## config.mk

```make
export PLATFORM = sky130hd
export DESIGN_NAME = psram_burst_arbiter_flat
export DESIGN_NICKNAME = d
export VERILOG_FILES = /design/src/rtl/psram_burst_arbiter_if.sv /design/src/rtl/psram_burst_arbiter.sv /design/src/flat_wrapper.sv
export SDC_FILE = /design/constraint.sdc
export NUM_CORES = 1
export LEC_CHECK = 0
export CAP_MARGIN = 20
export CORE_ASPECT_RATIO = 0.7
export CORE_MARGIN = 8
export CORE_UTILIZATION = 40
export DETAILED_ROUTE_END_ITERATION = 10
export PLACE_DENSITY = 0.84
export SYNTH_ARGS = -nofsm -noshare
export SYNTH_HDL_FRONTEND = slang
export SYNTH_SLANG_ARGS = --single-unit
```

## constraint.sdc

```tcl
create_clock -name clk -period 4.35 [get_ports clk]
set_input_delay 1.305 -clock clk [delete_from_list [all_inputs] [get_ports clk]]
set_output_delay 1.305 -clock clk [all_outputs]
set_load 0.02 [all_outputs]
```

## src/rtl/psram_burst_arbiter_if.sv

```systemverilog
// psram_burst_arbiter_if
// Bundles the write port, read port and memory-controller signals of the PSRAM
// burst arbiter so they can be passed as a single port.
//   slave  : arbiter view (requests/memory responses in, grants/commands out)
//   master : environment view (requesters plus memory controller)
// clk and resetb are deliberately not part of the bundle.
interface psram_burst_arbiter_if #(
    parameter int ADDR_W = 21
);
    logic              calib_done;

    logic              wr_req;
    logic [ADDR_W-1:0] wr_addr;
    logic              wr_grant;
    logic [31:0]       wr_wdata;
    logic [3:0]        wr_wmask;     // 1 = skip byte
    logic              wr_wready;

    logic              rd_req;
    logic [ADDR_W-1:0] rd_addr;
    logic              rd_grant;
    logic [31:0]       rd_rdata;
    logic              rd_rvalid;
    logic              rd_done;

    logic              mem_cmd;      // 1 = write, 0 = read
    logic              mem_cmd_en;
    logic [ADDR_W-1:0] mem_addr;
    logic [31:0]       mem_wdata;
    logic [3:0]        mem_wmask;
    logic [31:0]       mem_rdata;
    logic              mem_rvalid;

    logic              rd_timeout_err;

    modport slave (
        input  calib_done,
        input  wr_req, wr_addr, wr_wdata, wr_wmask,
        input  rd_req, rd_addr,
        input  mem_rdata, mem_rvalid,
        output wr_grant, wr_wready,
        output rd_grant, rd_rdata, rd_rvalid, rd_done,
        output mem_cmd, mem_cmd_en, mem_addr, mem_wdata, mem_wmask,
        output rd_timeout_err
    );

    modport master (
        output calib_done,
        output wr_req, wr_addr, wr_wdata, wr_wmask,
        output rd_req, rd_addr,
        output mem_rdata, mem_rvalid,
        input  wr_grant, wr_wready,
        input  rd_grant, rd_rdata, rd_rvalid, rd_done,
        input  mem_cmd, mem_cmd_en, mem_addr, mem_wdata, mem_wmask,
        input  rd_timeout_err
    );
endinterface

```

## src/rtl/psram_burst_arbiter.sv

```systemverilog
// psram_burst_arbiter
// Arbitrates one burst-write port and one burst-read port onto a PSRAM
// controller command interface. Round-robin between ports, fixed-length bursts,
// enforced idle gap between bursts, and a sticky timeout for reads whose data
// never arrives.
// Ports:
//   clk    : clock
//   resetb : asynchronous active-low reset
//   bus    : psram_burst_arbiter_if.slave (requesters + memory controller)
//
// state     | meaning
// ----------+-----------------------------------------------------------
// INIT_WAIT | controller not calibrated, requests ignored
// IDLE      | arbitrate; grant pulses here, address latched
// WR_BURST  | BURST_BEATS write beats, command issued on the first one
// RD_CMD    | single read command cycle
// RD_WAIT   | waiting for first read beat, timeout armed
// RD_DATA   | receiving remaining read beats, gaps allowed
// GAP       | CMD_GAP idle cycles before the next arbitration
module psram_burst_arbiter #(
    parameter int ADDR_W      = 21,
    parameter int BURST_BEATS = 8,
    parameter int CMD_GAP     = 4,
    parameter int RD_TIMEOUT  = 64
) (
    input  logic                 clk,
    input  logic                 resetb,
    psram_burst_arbiter_if.slave bus
);
    localparam int BEAT_W  = $clog2(BURST_BEATS) + 1;
    localparam int TMR_MAX = (RD_TIMEOUT > CMD_GAP) ? RD_TIMEOUT : CMD_GAP;
    localparam int TMR_W   = $clog2(TMR_MAX) + 1;

    localparam logic [BEAT_W-1:0] LAST_BEAT = BEAT_W'(BURST_BEATS - 1);
    localparam logic [TMR_W-1:0]  GAP_LOAD  = TMR_W'(CMD_GAP - 1);
    localparam logic [TMR_W-1:0]  TMO_LOAD  = TMR_W'(RD_TIMEOUT - 1);

    typedef enum logic [2:0] {
        INIT_WAIT, IDLE, WR_BURST, RD_CMD, RD_WAIT, RD_DATA, GAP
    } state_t;

    state_t            state_q, state_d;
    logic [ADDR_W-1:0] addr_q, addr_d;
    logic [BEAT_W-1:0] beat_q, beat_d;
    // Shared down-counter: read timeout in RD_WAIT, idle gap in GAP.
    logic [TMR_W-1:0]  tmr_q, tmr_d;
    // 1 = write wins a tie (last served was a read, or fresh out of reset).
    logic              prio_wr_q, prio_wr_d;
    logic [31:0]       rdata_q, rdata_d;
    logic              rvalid_q, rvalid_d;
    logic              done_q, done_d;
    logic              tmo_err_q, tmo_err_d;

    logic grant_wr, grant_rd, beat_in;

    assign grant_wr = (state_q == IDLE) && bus.calib_done && bus.wr_req
                      && (!bus.rd_req || prio_wr_q);
    assign grant_rd = (state_q == IDLE) && bus.calib_done && bus.rd_req
                      && (!bus.wr_req || !prio_wr_q);
    // Read data is only accepted while a read burst is actually open.
    assign beat_in  = bus.mem_rvalid && ((state_q == RD_WAIT) || (state_q == RD_DATA));

    always_ff @(posedge clk or negedge resetb) begin
        if (!resetb) begin
            state_q   <= INIT_WAIT;
            addr_q    <= '0;
            beat_q    <= '0;
            tmr_q     <= '0;
            prio_wr_q <= 1'b1;
            rdata_q   <= '0;
            rvalid_q  <= 1'b0;
            done_q    <= 1'b0;
            tmo_err_q <= 1'b0;
        end else begin
            state_q   <= state_d;
            addr_q    <= addr_d;
            beat_q    <= beat_d;
            tmr_q     <= tmr_d;
            prio_wr_q <= prio_wr_d;
            rdata_q   <= rdata_d;
            rvalid_q  <= rvalid_d;
            done_q    <= done_d;
            tmo_err_q <= tmo_err_d;
        end
    end

    always_comb begin
        state_d   = state_q;
        addr_d    = addr_q;
        beat_d    = beat_q;
        tmr_d     = tmr_q;
        prio_wr_d = prio_wr_q;
        rdata_d   = rdata_q;
        rvalid_d  = 1'b0;
        done_d    = 1'b0;
        tmo_err_d = tmo_err_q;

        if (beat_in) begin
            rdata_d  = bus.mem_rdata;
            rvalid_d = 1'b1;
            beat_d   = beat_q + 1'b1;
        end

        unique case (state_q)
            INIT_WAIT: begin
                if (bus.calib_done) state_d = IDLE;
            end
            IDLE: begin
                if (!bus.calib_done) begin
                    state_d = INIT_WAIT;
                end else if (grant_wr) begin
                    state_d   = WR_BURST;
                    addr_d    = bus.wr_addr;
                    beat_d    = '0;
                    prio_wr_d = 1'b0;
                end else if (grant_rd) begin
                    state_d   = RD_CMD;
                    addr_d    = bus.rd_addr;
                    beat_d    = '0;
                    prio_wr_d = 1'b1;
                end
            end
            WR_BURST: begin
                if (beat_q == LAST_BEAT) begin
                    state_d = GAP;
                    tmr_d   = GAP_LOAD;
                end else begin
                    beat_d = beat_q + 1'b1;
                end
            end
            RD_CMD: begin
                state_d = RD_WAIT;
                tmr_d   = TMO_LOAD;
            end
            RD_WAIT: begin
                if (beat_in) begin
                    if (beat_q == LAST_BEAT) begin
                        done_d  = 1'b1;
                        state_d = GAP;
                        tmr_d   = GAP_LOAD;
                    end else begin
                        state_d = RD_DATA;
                    end
                end else if (tmr_q == '0) begin
                    // Give up: flag it, close the transaction with an empty done.
                    tmo_err_d = 1'b1;
                    done_d    = 1'b1;
                    state_d   = GAP;
                    tmr_d     = GAP_LOAD;
                end else begin
                    tmr_d = tmr_q - 1'b1;
                end
            end
            RD_DATA: begin
                if (beat_in && (beat_q == LAST_BEAT)) begin
                    done_d  = 1'b1;
                    state_d = GAP;
                    tmr_d   = GAP_LOAD;
                end
            end
            GAP: begin
                if (tmr_q == '0) state_d = IDLE;
                else             tmr_d   = tmr_q - 1'b1;
            end
            default: state_d = INIT_WAIT;
        endcase
    end

    always_comb begin
        bus.wr_grant       = grant_wr;
        bus.rd_grant       = grant_rd;
        bus.wr_wready      = (state_q == WR_BURST);
        bus.mem_wdata      = (state_q == WR_BURST) ? bus.wr_wdata : 32'd0;
        bus.mem_wmask      = (state_q == WR_BURST) ? bus.wr_wmask : 4'd0;
        bus.mem_cmd        = (state_q == WR_BURST) && (beat_q == '0);
        bus.mem_cmd_en     = ((state_q == WR_BURST) && (beat_q == '0)) || (state_q == RD_CMD);
        bus.mem_addr       = bus.mem_cmd_en ? addr_q : '0;
        bus.rd_rdata       = rdata_q;
        bus.rd_rvalid      = rvalid_q;
        bus.rd_done        = done_q;
        bus.rd_timeout_err = tmo_err_q;
    end
endmodule
```

## src/flat_wrapper.sv

```systemverilog
// flat-port wrapper written by rule: the top's interface ports become plain ports
module psram_burst_arbiter_flat 
#(
    parameter int ADDR_W      = 21,
    parameter int BURST_BEATS = 8,
    parameter int CMD_GAP     = 4,
    parameter int RD_TIMEOUT  = 64
)
  (clk, resetb, bus_calib_done, bus_wr_req, bus_wr_addr, bus_wr_wdata, bus_wr_wmask, bus_rd_req, bus_rd_addr, bus_mem_rdata, bus_mem_rvalid, bus_wr_grant, bus_wr_wready, bus_rd_grant, bus_rd_rdata, bus_rd_rvalid, bus_rd_done, bus_mem_cmd, bus_mem_cmd_en, bus_mem_addr, bus_mem_wdata, bus_mem_wmask, bus_rd_timeout_err);
  psram_burst_arbiter_if #(.ADDR_W(ADDR_W)) bus_i ();
  input  logic clk;
  input  logic resetb;
  input wire logic [$bits(bus_i.calib_done)-1:0] bus_calib_done;
  input wire logic [$bits(bus_i.wr_req)-1:0] bus_wr_req;
  input wire logic [$bits(bus_i.wr_addr)-1:0] bus_wr_addr;
  input wire logic [$bits(bus_i.wr_wdata)-1:0] bus_wr_wdata;
  input wire logic [$bits(bus_i.wr_wmask)-1:0] bus_wr_wmask;
  input wire logic [$bits(bus_i.rd_req)-1:0] bus_rd_req;
  input wire logic [$bits(bus_i.rd_addr)-1:0] bus_rd_addr;
  input wire logic [$bits(bus_i.mem_rdata)-1:0] bus_mem_rdata;
  input wire logic [$bits(bus_i.mem_rvalid)-1:0] bus_mem_rvalid;
  output wire logic [$bits(bus_i.wr_grant)-1:0] bus_wr_grant;
  output wire logic [$bits(bus_i.wr_wready)-1:0] bus_wr_wready;
  output wire logic [$bits(bus_i.rd_grant)-1:0] bus_rd_grant;
  output wire logic [$bits(bus_i.rd_rdata)-1:0] bus_rd_rdata;
  output wire logic [$bits(bus_i.rd_rvalid)-1:0] bus_rd_rvalid;
  output wire logic [$bits(bus_i.rd_done)-1:0] bus_rd_done;
  output wire logic [$bits(bus_i.mem_cmd)-1:0] bus_mem_cmd;
  output wire logic [$bits(bus_i.mem_cmd_en)-1:0] bus_mem_cmd_en;
  output wire logic [$bits(bus_i.mem_addr)-1:0] bus_mem_addr;
  output wire logic [$bits(bus_i.mem_wdata)-1:0] bus_mem_wdata;
  output wire logic [$bits(bus_i.mem_wmask)-1:0] bus_mem_wmask;
  output wire logic [$bits(bus_i.rd_timeout_err)-1:0] bus_rd_timeout_err;
  assign bus_i.calib_done = bus_calib_done;
  assign bus_i.wr_req = bus_wr_req;
  assign bus_i.wr_addr = bus_wr_addr;
  assign bus_i.wr_wdata = bus_wr_wdata;
  assign bus_i.wr_wmask = bus_wr_wmask;
  assign bus_i.rd_req = bus_rd_req;
  assign bus_i.rd_addr = bus_rd_addr;
  assign bus_i.mem_rdata = bus_mem_rdata;
  assign bus_i.mem_rvalid = bus_mem_rvalid;
  assign bus_wr_grant = bus_i.wr_grant;
  assign bus_wr_wready = bus_i.wr_wready;
  assign bus_rd_grant = bus_i.rd_grant;
  assign bus_rd_rdata = bus_i.rd_rdata;
  assign bus_rd_rvalid = bus_i.rd_rvalid;
  assign bus_rd_done = bus_i.rd_done;
  assign bus_mem_cmd = bus_i.mem_cmd;
  assign bus_mem_cmd_en = bus_i.mem_cmd_en;
  assign bus_mem_addr = bus_i.mem_addr;
  assign bus_mem_wdata = bus_i.mem_wdata;
  assign bus_mem_wmask = bus_i.mem_wmask;
  assign bus_rd_timeout_err = bus_i.rd_timeout_err;
  psram_burst_arbiter #(.ADDR_W(ADDR_W), .BURST_BEATS(BURST_BEATS), .CMD_GAP(CMD_GAP), .RD_TIMEOUT(RD_TIMEOUT)) u_core (.clk(clk), .resetb(resetb), .bus(bus_i));
endmodule
```

## Word level (Yosys, flattened, before mapping)

Index checks and enable logic that the tools add are counted.

| word-level totals | value |
|---|---|
| bits of input ports | 116 |
| output and inout port bits | 97 |
| register bits after elaboration | 71 |

| cells by class | value |
|---|---|
| equality and inequality tests | 14 |
| add/sub/neg operators | 2 |
| reductions and logical operators | 24 |
| multiplexer cells | 36 |
| bitwise operators | 1 |

Operators with widths:

| kind | number |
|---|---|
| 2-to-1 mux 21 bit | 3 |
| 2-to-1 mux 7 bit | 5 |
| case mux 7 bit (5 select lines) | 1 |
| 2-to-1 mux 32 bit | 1 |
| 2-to-1 mux 3 bit | 9 |
| 2-to-1 mux 4 bit | 6 |
| case mux 3 bit (7 select lines) | 1 |
| equality test 3 bit, second input constant | 3 |
| AND reduction 3 bit | 3 |
| logical AND 1 bit | 8 |
| case mux 4 bit (2 select lines) | 1 |
| zero test 7 bit | 1 |
| 2-to-1 mux 1 bit | 7 |
| subtractor 7 x 1 -> 7 bit, second input constant | 1 |
| equality test 3 x 2 -> 1 bit, second input constant | 2 |
| != test 2 bit, second input constant | 3 |
| AND reduction 6 bit | 1 |
| nonzero test 5 bit | 1 |
| adder 4 x 1 -> 4 bit, second input constant | 1 |
| equality test 4 x 3 -> 1 bit, second input constant | 1 |
| zero test 4 bit | 1 |
| logical OR 1 bit | 4 |
| != test 2 x 1 -> 1 bit, second input constant | 2 |
| != test 4 bit, second input constant | 1 |
| other kinds (8) | 10 |

## Logic depth before layout (Yosys ltp)

Gate-level depths: netlist (run 1).

| depth | value |
|---|---|
| depth in word-level cells | 8 |
| gate-level depth with buffers | 7 |

## Worst setup path before layout (run 1)

No wires, ideal clock.

| path | value |
|---|---|
| path kind | in2out |
| start | input bus_calib_done |
| end | output bus_rd_grant |
| arrival time | 2.364 ns |
| cell stages on the path | 4 |
| path slack | 0.681 ns |
| required time | 3.045 ns |
| cell sequence | nor4b_2 nand3_1 clkbuf_1 inv_1 |

| on the way | value |
|---|---|
| word-level cells in the longest chain between the ends | 3 |

Ends and longest elaborated chain:

| item | line | text |
|---|---|---|
| from (decl) | flat_wrapper.sv:13 | `input wire logic [$bits(bus_i.calib_done)-1:0] bus_calib_done;` |
| logical AND 1 bit (2 in series) | psram_burst_arbiter.sv:58 | `assign grant_rd = (state_q == IDLE) && bus.calib_done && bus.rd_req` |
| logical AND 1 bit | psram_burst_arbiter.sv:59 | `&& (!bus.wr_req \|\| !prio_wr_q);` |
| to (decl) | flat_wrapper.sv:24 | `output wire logic [$bits(bus_i.rd_grant)-1:0] bus_rd_grant;` |

No other way between the ends.

## Worst setup path in the final report (run 1)

Ends and elaborated chain as after synthesis.

==> results.py, run 1 <==
metrics = {
    "detailed_routing": {
        "vias_per_cell": 4.929,
        "drtAntennaViolNets": 0,
        "drt_iter0_drc": 260,
        "drtPass1Iterations": 4,
        "vias": 3820,
        "route.detailed.drc": 0,
        "totalWireLength_mm": 13.04,
        "wire_per_inst_um": 16.83,
    },
    "die": {
        "start_util": 0.4117,
        "die_h_um": 96.85,
        "ios": 213,
        "core_mm2": 0.009071,
        "fp-row-count": 29,
        "die_area_mm2": 0.01273,
        "die_x_um": 131.5,
    },
    "synthesis": {
        "ys.warnings.count": 0,
        "synth-edff-count": 0,
        "syn-instance-count": 436,
        "synth_nets": 556,
        "synth_top_family_by_area": "simple AND/OR/NAND/NOR gates",
        "synth_compound_area_frac": 0.1018,
        "async_flop_share": 1.000,
        "synth_seq_area_share": 0.4760,
        "synthMuxAreaShare": 0.06164,
        "synth-simple-area-share": 0.3129,
        "ys_ff_latch": 71,
        "synth-xor-area-share": 0.002345,
        "synth_area_mm2": 0.003735,
        "synth_area_per_cell_um2": 8.566,
        "synth_adder_area_share": 0.01340,
        "ys_types": 44,
        "synth_ff_type": "dfrtp_1",
    },
    "global_routing": {
        "overflow": 0,
        "grt_pass1_vias": 4041,
        "antenna_found_initial": 0,
        "grt_util_all_layers": 0.2060,
        "grt_max_degree": 72,
        "grt_pass1_wl_mm": 21.29,
    },
    "power_and_ir_drop": {
        "p_per_area_mw_per_mm2": 638.0,
        "peakVddDrop_mv": 0.3092,
        "power.leakage_nw": 2.934,
        "power_mw": 4.012,
    },
    "placement": {
        "dpl_cell_area_mm2": 0.005981,
        "dpl.hpwl_mm": 10.11,
        "routabilityCongestion": 0.8844,
        "io_buffer_count": 212,
        "pre_cts_slack_ns": -0.03558,
        "post-place-cells": 758,
    },
    "final_layout": {
        "drive_gt1_frac": 0.05376,
        "antenna_cells": 0,
        "final_cell_area_mm2": 0.006289,
        "fin_cells": 775,
        "nNetsFinal": 766,
        "final_core_util": 0.6932,
        "area_growth_pct": 68.38,
    },
    "clocking": {
        "cts-root-buf": "clkbuf_16",
        "clockBufferDepth": 2,
        "cts.htree.levels": 3,
        "clock_latency_ns": 0.33,
        "path_clk_slew_ns": 0.05,
        "cts.sinks": 71,
        "numCtsBuffers": 9,
        "cts_tree": "done",
        "hold_buffers": 0,
    },
    "worst_setup_path": {
        "required_ns": 3.04,
        "arrival_ns": 2.86,
        "crit_start": "bus_calib_done",
        "r2r_start": "u_core.tmr_q[2]$_DFFE_PN0P_",
        "worstRegToRegCells": 4,
        "crit_path_max_fanout": 3,
        "reg2reg_slack_ns": 2.19,
        "path_class": "in -> out",
        "worst_setup_path_end_kind": "primary output",
        "rr_endpoint": "u_core.state_q[2]$_DFFE_PN0P_",
        "cp-start-kind": "input port",
    },
    "run": {
        "drv_cap": 0,
    },
    "min_path": {
        "hp-class": "reg -> reg",
        "hp-start": "u_core.prio_wr_q$_DFFE_PN1P_",
        "holdPathEnd": "u_core.prio_wr_q$_DFFE_PN1P_",
        "hold_depth": 2,
    },
    "timing": {
        "rsz0062_at_grt": "no",
        "finalSetupViolCount": 0,
        "hold_ws_ns": 0.4656,
        "max_freq_mhz": 240.0,
        "skew_ns": 0.003039,
        "fin_crit_ns": 4.167,
        "finalCritPeriodShare": 0.9580,
        "finalHoldViolations": 0,
        "tightest_slew_ns": 0.8987,
        "fin_tns_setup_ns": 0,
        "relSlewSlack": 0.4009,
        "setup_ws_ns": 0.1825,
        "drv_slew": 0,
    },
    "run_status": {
        "outcome": "complete, no violations",
    },
}
==> final cells by class <==
cell class	count	area (µm²)
multi-input combinational	334	1849
sequential	71	1778
timing repair buffer	220	2180
tap	124	155.1
clock inverter	7	63.81
fill	715	2783
inverter	10	37.54
clock buffer	9	225.2
==> registers in the layout, summed over array words and instances (netlist names) <==
signal / flops
u_core.bus.rd_rdata: 32
u_core.addr_q: 21
u_core.tmr_q: 7
u_core.beat_q: 4
u_core.state_q: 3
u_core.bus.rd_done: 1
u_core.bus.rd_rvalid: 1
u_core.bus.rd_timeout_err: 1
u_core.prio_wr_q: 1
==> power by group <==
part	internal [mW]	switching (mW)	leakage (nW)
registers	0.982	0.236	0.869
clock network	0.439	0.282	0.149
logic	0.981	1.09	1.92
==> logic make-up (layout without fill, tap and decap cells) <==
group                      after synthesis  count (layout)
and+or+nand+nor                        245             245
DFF                                     71              71
AOI/OAI and AO/OA                       61              61
buffers and inverters                   31             246
muxes                                   23              23
adders and majority gates                4               4
xor gates and xnor gates                 1               1
==> synthesized netlist by cell type (all sizes together), types with 4 or more instances <==
cell | n | area, µm²
a21oi | 31 | 155.2
and2 | 58 | 362.9
clkbuf | 18 | 67.56
dfrtp | 70 | 1752
ha | 4 | 50.05
inv | 9 | 33.78
mux2i | 23 | 230.2
nand2 | 109 | 409.1
nand2b | 6 | 37.54
nand3 | 5 | 25.02
nor2 | 42 | 157.7
nor3 | 6 | 30.03
o21ai | 10 | 50.05
==> worst max-delay path: stages <==
cell             delay (ns)
clkdlybuf4s50_1        0.51
nor4b_4                0.23
nand3_1                0.14
inv_1                  0.08
clkdlybuf4s50_1        0.60
==> metal layers <==
layer,track usage,up-vias,part of all wire
li1,-,1853,-
met1,0.2195,1797,0.39
met2,0.3612,163,0.50
met3,0.09969,7,0.10
met4,0.04749,0,0.0069
met5,0,-,0
==> worst max-delay path by stage <==
stage,end
2_1_floorplan,bus_rd_grant
3_3_place_gp,bus_wr_grant
3_5_place_dp,bus_wr_grant
4_1_cts,bus_wr_grant
5_1_grt,bus_rd_grant
6_report,bus_rd_grant
==> cells in the final DEF, fill, tap and decap left out, types with 8 or more instances in the layout <==
| cell | instances |
|---|---|
| and2_1 | 58 |
| mux2i_1 | 23 |
| o21ai_0 | 10 |
| dfrtp_1 | 70 |
| a21oi_1 | 31 |
| inv_1 | 9 |
| clkbuf_16 | 9 |
| buf_4 | 8 |
| clkdlybuf4s50_1 | 210 |
| nor2_1 | 41 |
| nand2_1 | 109 |
==> repair_timing <==
action | CTS | global route
resized for setup | 1 | 1
endpoints found under the hold margin | 0 | 0
setup buffers | 0 | 1
gates cloned | 0 | 0
endpoints found under the setup margin | 1 | 2
Note: power is estimated with default switching activity, not from simulation.
==> run 2: changes to the inputs <==
--- a/config.mk
+++ b/config.mk
@@ -10,7 +10,9 @@
 export CORE_MARGIN = 8
 export CORE_UTILIZATION = 40
 export DETAILED_ROUTE_END_ITERATION = 10
+export MAX_ROUTING_LAYER = met4
 export PLACE_DENSITY = 0.84
 export SYNTH_ARGS = -nofsm -noshare
 export SYNTH_HDL_FRONTEND = slang
 export SYNTH_SLANG_ARGS = --single-unit
+export TNS_END_PERCENT = 5
==> results.py, run 2 (synthesis gave the netlist of run 1 again) <==
metrics = {
    "global_routing": {
        "grt_pass1_vias": 3945,
        "antenna_found_initial": 0,
        "grt_max_degree": 72,
        "grt_util_all_layers": 0.2056,
        "overflow": 0,
        "grt_pass1_wl_mm": 20.89,
    },
    "min_path": {
        "holdPathEnd": "u_core.prio_wr_q$_DFFE_PN1P_",
        "hp-class": "reg -> reg",
        "hold_depth": 2,
        "hp-start": "u_core.prio_wr_q$_DFFE_PN1P_",
    },
    "clocking": {
        "cts.sinks": 71,
        "hold_buffers": 0,
        "cts_setup_buffers": 0,
        "cts-root-buf": "clkbuf_16",
        "clockBufferDepth": 2,
        "cts_tree": "done",
        "cts_resized": 1,
        "clock_latency_ns": 0.32,
        "path_clk_slew_ns": 0.05,
        "numCtsBuffers": 9,
        "cts.htree.levels": 3,
    },
    "worst_setup_path": {
        "required_ns": 3.04,
        "arrival_ns": 2.62,
        "rr_endpoint": "u_core.addr_q[18]$_DFFE_PN0P_",
        "crit_path_max_fanout": 5,
        "path_class": "in -> out",
        "worstRegToRegCells": 6,
        "worst_setup_path_end_kind": "primary output",
        "cp-start-kind": "input port",
        "reg2reg_slack_ns": 2.18,
        "r2r_start": "u_core.state_q[0]$_DFFE_PN0P_",
    },
    "placement": {
        "pre_cts_slack_ns": -0.01899,
        "post-place-cells": 758,
        "io_buffer_count": 212,
        "dpl.hpwl_mm": 10.11,
        "routabilityCongestion": 0.8756,
        "dpl_cell_area_mm2": 0.005981,
    },
    "timing": {
        "finalSetupViolCount": 0,
        "fin_tns_setup_ns": 0,
        "fin_crit_ns": 3.922,
        "max_freq_mhz": 254.9,
        "finalHoldViolations": 0,
        "finalCritPeriodShare": 0.9017,
        "skew_ns": 0.005432,
        "rsz0062_at_grt": "no",
        "tightest_slew_ns": 0.9199,
        "hold_ws_ns": 0.4655,
        "relSlewSlack": 0.3867,
        "drv_slew": 0,
        "setup_ws_ns": 0.4275,
    },
    "detailed_routing": {
        "drt_iter0_drc": 163,
        "vias_per_cell": 4.920,
        "vias": 3793,
        "drtAntennaViolNets": 0,
        "route.detailed.drc": 0,
        "drtPass1Iterations": 4,
        "wire_per_inst_um": 16.79,
        "totalWireLength_mm": 12.94,
    },
    "final_layout": {
        "fin_cells": 771,
        "final_core_util": 0.6924,
        "nNetsFinal": 765,
        "fillerInstances": 723,
        "layout_common_cells": "clkdlybuf4s50_1 (209), nand2_1 (109), dfrtp_1 (70)",
        "final_cell_area_mm2": 0.006281,
        "area_growth_pct": 68.17,
        "drive_gt1_frac": 0.04637,
        "final_common_cell": "clkdlybuf4s50_1",
        "largest_reg_flops": 32,
        "antenna_cells": 0,
    },
    "die": {
        "die_area_mm2": 0.01273,
        "core_mm2": 0.009071,
        "fp-row-count": 29,
        "die_h_um": 96.85,
        "die_x_um": 131.5,
        "start_util": 0.4117,
        "ios": 213,
    },
    "run_status": {
        "outcome": "complete, no violations",
    },
    "power_and_ir_drop": {
        "peakVddDrop_mv": 0.3387,
        "p_per_area_mw_per_mm2": 638.3,
        "power_mw": 4.009,
        "power.leakage_nw": 2.939,
    },
    "run": {
        "drv_cap": 0,
    },
}
## run 2: layout make-up
type | count | area (µm²) | share of cell area
clock buffers | 12 | 256.5 | 0.04084
clock inverters | 1 | 30.03 | 0.004781
inverters | 10 | 37.54 | 0.005976
well taps | 124 | 155.1 | 0.02470
multi-input cells | 334 | 1849 | 0.2944
repair buffers | 219 | 2175 | 0.3462
flip-flops and latches | 71 | 1778 | 0.2831
## run 2: routing by layer
metal / vias up / GRT usage / share of wire / wire length, µm
met4: 0 / 0.03518 / 0.011 / 139
met2: 180 / 0.3542 / 0.50 / 6468
met1: 1757 / 0.2244 / 0.41 / 5258
met5: - / - / 0 / 0
li1: 1844 / - / - / -
met3: 12 / 0.07955 / 0.083 / 1078
## run 2: critical path: stages
cell             delay [ns]
clkdlybuf4s50_1        0.51
nor4b_4                0.30
nand3_1                0.16
inv_1                  0.07
dlymetal6s2s_1         0.26
## run 2: worst max path at each step
stage | start | to | slack, ns | depth (start not counted)
floorplan | bus_calib_done | bus_rd_grant | 0.68 | 4
global placement | bus_calib_done | bus_wr_grant | -0.002 | 5
detailed placement | bus_calib_done | bus_wr_grant | -0.02 | 5
CTS | bus_calib_done | bus_wr_grant | 0.06 | 5
global route | bus_calib_done | bus_wr_grant | 0.29 | 5
finish | bus_calib_done | bus_wr_grant | 0.43 | 5
## run 2: power by group
group	total [mW]	switching (mW)	internal, mW
logic	2.08	1.10	0.980
clock network	0.713	0.247	0.466
registers	1.21	0.230	0.982
total	4.01	1.58	2.43
==> run 3: changes to the inputs <==
--- a/config.mk
+++ b/config.mk
@@ -6,7 +6,6 @@
 export NUM_CORES = 1
 export LEC_CHECK = 0
 export CAP_MARGIN = 20
-export CORE_ASPECT_RATIO = 0.7
 export CORE_MARGIN = 8
 export CORE_UTILIZATION = 40
 export DETAILED_ROUTE_END_ITERATION = 10
==> results.py, run 3 (synthesis gave the netlist of run 1 again) <==
metrics = {
    "global_routing": {
        "grt_max_degree": 72,
        "overflow": 0,
        "grt_pass1_wl_mm": 20.31,
        "grt_util_all_layers": 0.2031,
        "antenna_found_initial": 0,
        "grt_pass1_vias": 3978,
    },
    "final_layout": {
        "drive_gt1_frac": 0.05077,
        "final_cell_area_mm2": 0.006162,
        "largest_reg_flops": 32,
        "antenna_cells": 0,
        "nNetsFinal": 766,
        "area_growth_pct": 64.99,
        "final_common_cell": "clkdlybuf4s50_1",
        "layout_common_cells": "clkdlybuf4s50_1 (211), nand2_1 (109), dfrtp_1 (70)",
        "fin_cells": 761,
    },
    "power_and_ir_drop": {
        "clockPowerShare": 0.135,
        "p_switching_mw": 1.570,
        "power.leakage_nw": 2.855,
        "peakVddDrop_mv": 0.3764,
        "internal_power_mw": 2.223,
        "combPwrFrac": 0.547,
        "swShare": 0.4140,
        "power_mw": 3.793,
        "p_per_area_mw_per_mm2": 615.5,
        "p_seq_frac": 0.318,
    },
    "clocking": {
        "path_clk_slew_ns": 0.08,
        "clockBufferDepth": 2,
        "cts_resized": 0,
        "cts.htree.levels": 3,
        "hold_buffers": 0,
        "cts-root-buf": "clkbuf_8",
        "clock_latency_ns": 0.33,
        "numCtsBuffers": 9,
        "cts_tree": "done",
        "cts_setup_buffers": 0,
        "cts.sinks": 71,
    },
    "die": {
        "die_area_mm2": 0.01269,
        "fp-row-count": 35,
        "start_util": 0.4081,
        "die_x_um": 112.6,
        "core_mm2": 0.009153,
        "die_h_um": 112.6,
        "ios": 213,
    },
    "timing": {
        "hold_ws_ns": 0.4760,
        "fin_crit_ns": 4.202,
        "rsz0062_at_grt": "no",
        "relSlewSlack": 0.3948,
        "finalHoldViolations": 0,
        "tightest_slew_ns": 0.9078,
        "max_freq_mhz": 238.0,
        "skew_ns": 0.008345,
        "finalSetupViolCount": 0,
        "fin_tns_setup_ns": 0,
        "finalCritPeriodShare": 0.9660,
        "drv_slew": 0,
    },
    "worst_setup_path": {
        "crit_buf_inv": 4,
        "arrival_ns": 2.90,
        "worst_setup_path_end_kind": "primary output",
        "slowest_stage": "clkdlybuf4s50_1",
        "critPathTopFamily": "buffers and inverters",
        "crit_end": "bus_wr_grant",
        "cpMostUsedCell": "clkdlybuf4s50_1",
        "rr_endpoint": "u_core.tmr_q[2]$_DFFE_PN0P_",
        "required_ns": 3.04,
        "worstRegToRegCells": 5,
        "path_class": "in -> out",
        "reg2reg_slack_ns": 2.24,
        "r2r_start": "u_core.tmr_q[2]$_DFFE_PN0P_",
        "path_cells": "clkdlybuf4s50_1 -> nor4b_2 -> buf_4 -> nand3_1 -> inv_1 -> clkdlybuf4s50_1",
        "crit_start": "bus_calib_done",
        "slowest_delay_ns": 0.60,
        "cp-start-kind": "input port",
        "crit_cells": 6,
        "crit_path_max_fanout": 5,
    },
    "run_status": {
        "outcome": "complete, no violations",
    },
    "run": {
        "drv_cap": 0,
    },
    "detailed_routing": {
        "vias_per_cell": 5.026,
        "drtAntennaViolNets": 0,
        "vias": 3825,
        "route.detailed.drc": 0,
        "wire_per_inst_um": 16.64,
        "drt_iter0_drc": 194,
        "drtPass1Iterations": 4,
        "totalWireLength_mm": 12.66,
    },
    "placement": {
        "routabilityCongestion": 0.9211,
        "io_buffer_count": 212,
        "dpl.hpwl_mm": 9.851,
        "post-place-cells": 746,
        "dpl_cell_area_mm2": 0.005974,
    },
    "min_path": {
        "hp-class": "reg -> reg",
    },
}
[run 3: cell types whose count changed in the layout (fill, tap and decap cells not counted), sizes merged]
cell	delta
clkinv	+3
clkbuf	-2
clkdlybuf4s50	+2
dlymetal6s2s	-2
buf	+1
clkinvlp	+1
[run 3: layout make-up]
type / count / area (µm²)
fill: 756 / 2990
timing repair buffer: 220 / 2180
multi-input combinational: 334 / 1841
sequential: 71 / 1778
tap: 111 / 138.9
clock buffer: 10 / 127.6
clock inverter: 5 / 60.06
inverter: 10 / 37.54
[run 3: through the flow]
| step | util | setup WS [ns] |
|---|---|---|
| finish | 0.6733 | 0.1478 |
| global route | 0.6733 | 0.04098 |
| CTS | 0.6733 | 0.1335 |
| detailed placement | 0.6528 | 0.1579 |
| global placement | 0.6528 | 0.1498 |
| floorplan | - | 0.6808 |
[run 3: worst register-to-register path, stage by stage, from the launching register on]
cell and delay [ns]:
dfrtp_1 0.43, or4_4 0.56, or3_4 0.42, a211oi_2 0.36, o21bai_1 0.16, nand2_1 0.06
[run 3: worst min-delay path by stage]
stage | endpoint | slack (ns) | cells after the start | from
finish | u_core.bus.rd_rdata[28]$_DFFE_PN0P_ | 0.48 | 2 | u_core.bus.rd_rdata[28]$_DFFE_PN0P_
global route | u_core.prio_wr_q$_DFFE_PN1P_ | 0.48 | 2 | u_core.prio_wr_q$_DFFE_PN1P_
CTS | u_core.prio_wr_q$_DFFE_PN1P_ | 0.48 | 2 | u_core.prio_wr_q$_DFFE_PN1P_
detailed placement | u_core.bus.rd_rdata[25]$_DFFE_PN0P_ | 0.46 | 2 | u_core.bus.rd_rdata[25]$_DFFE_PN0P_
global placement | u_core.bus.rd_rdata[13]$_DFFE_PN0P_ | 0.46 | 2 | u_core.bus.rd_rdata[13]$_DFFE_PN0P_
floorplan | u_core.prio_wr_q$_DFFE_PN1P_ | 0.44 | 2 | u_core.prio_wr_q$_DFFE_PN1P_
[run 3: power by group through the flow]
stage / Sequential, mW / Clock, mW / Combinational [mW]
after floorplan: 1.32 / 0 / 1.05
after global placement: 1.19 / 0 / 2.03
after detailed placement: 1.21 / 0 / 2.09
after CTS: 1.21 / 0.533 / 2.10
after global routing: 1.25 / 0.556 / 2.26
final: 1.21 / 0.511 / 2.08
[run 3: layer usage]
metal / vias to the layer above / wire length (µm) / global-route usage
met2: 161 / 6493 / 0.3551
met1: 1804 / 5074 / 0.2190
met5: - / 0 / -
li1: 1851 / - / -
met3: 9 / 965 / 0.06334
met4: 0 / 129 / 0.05126
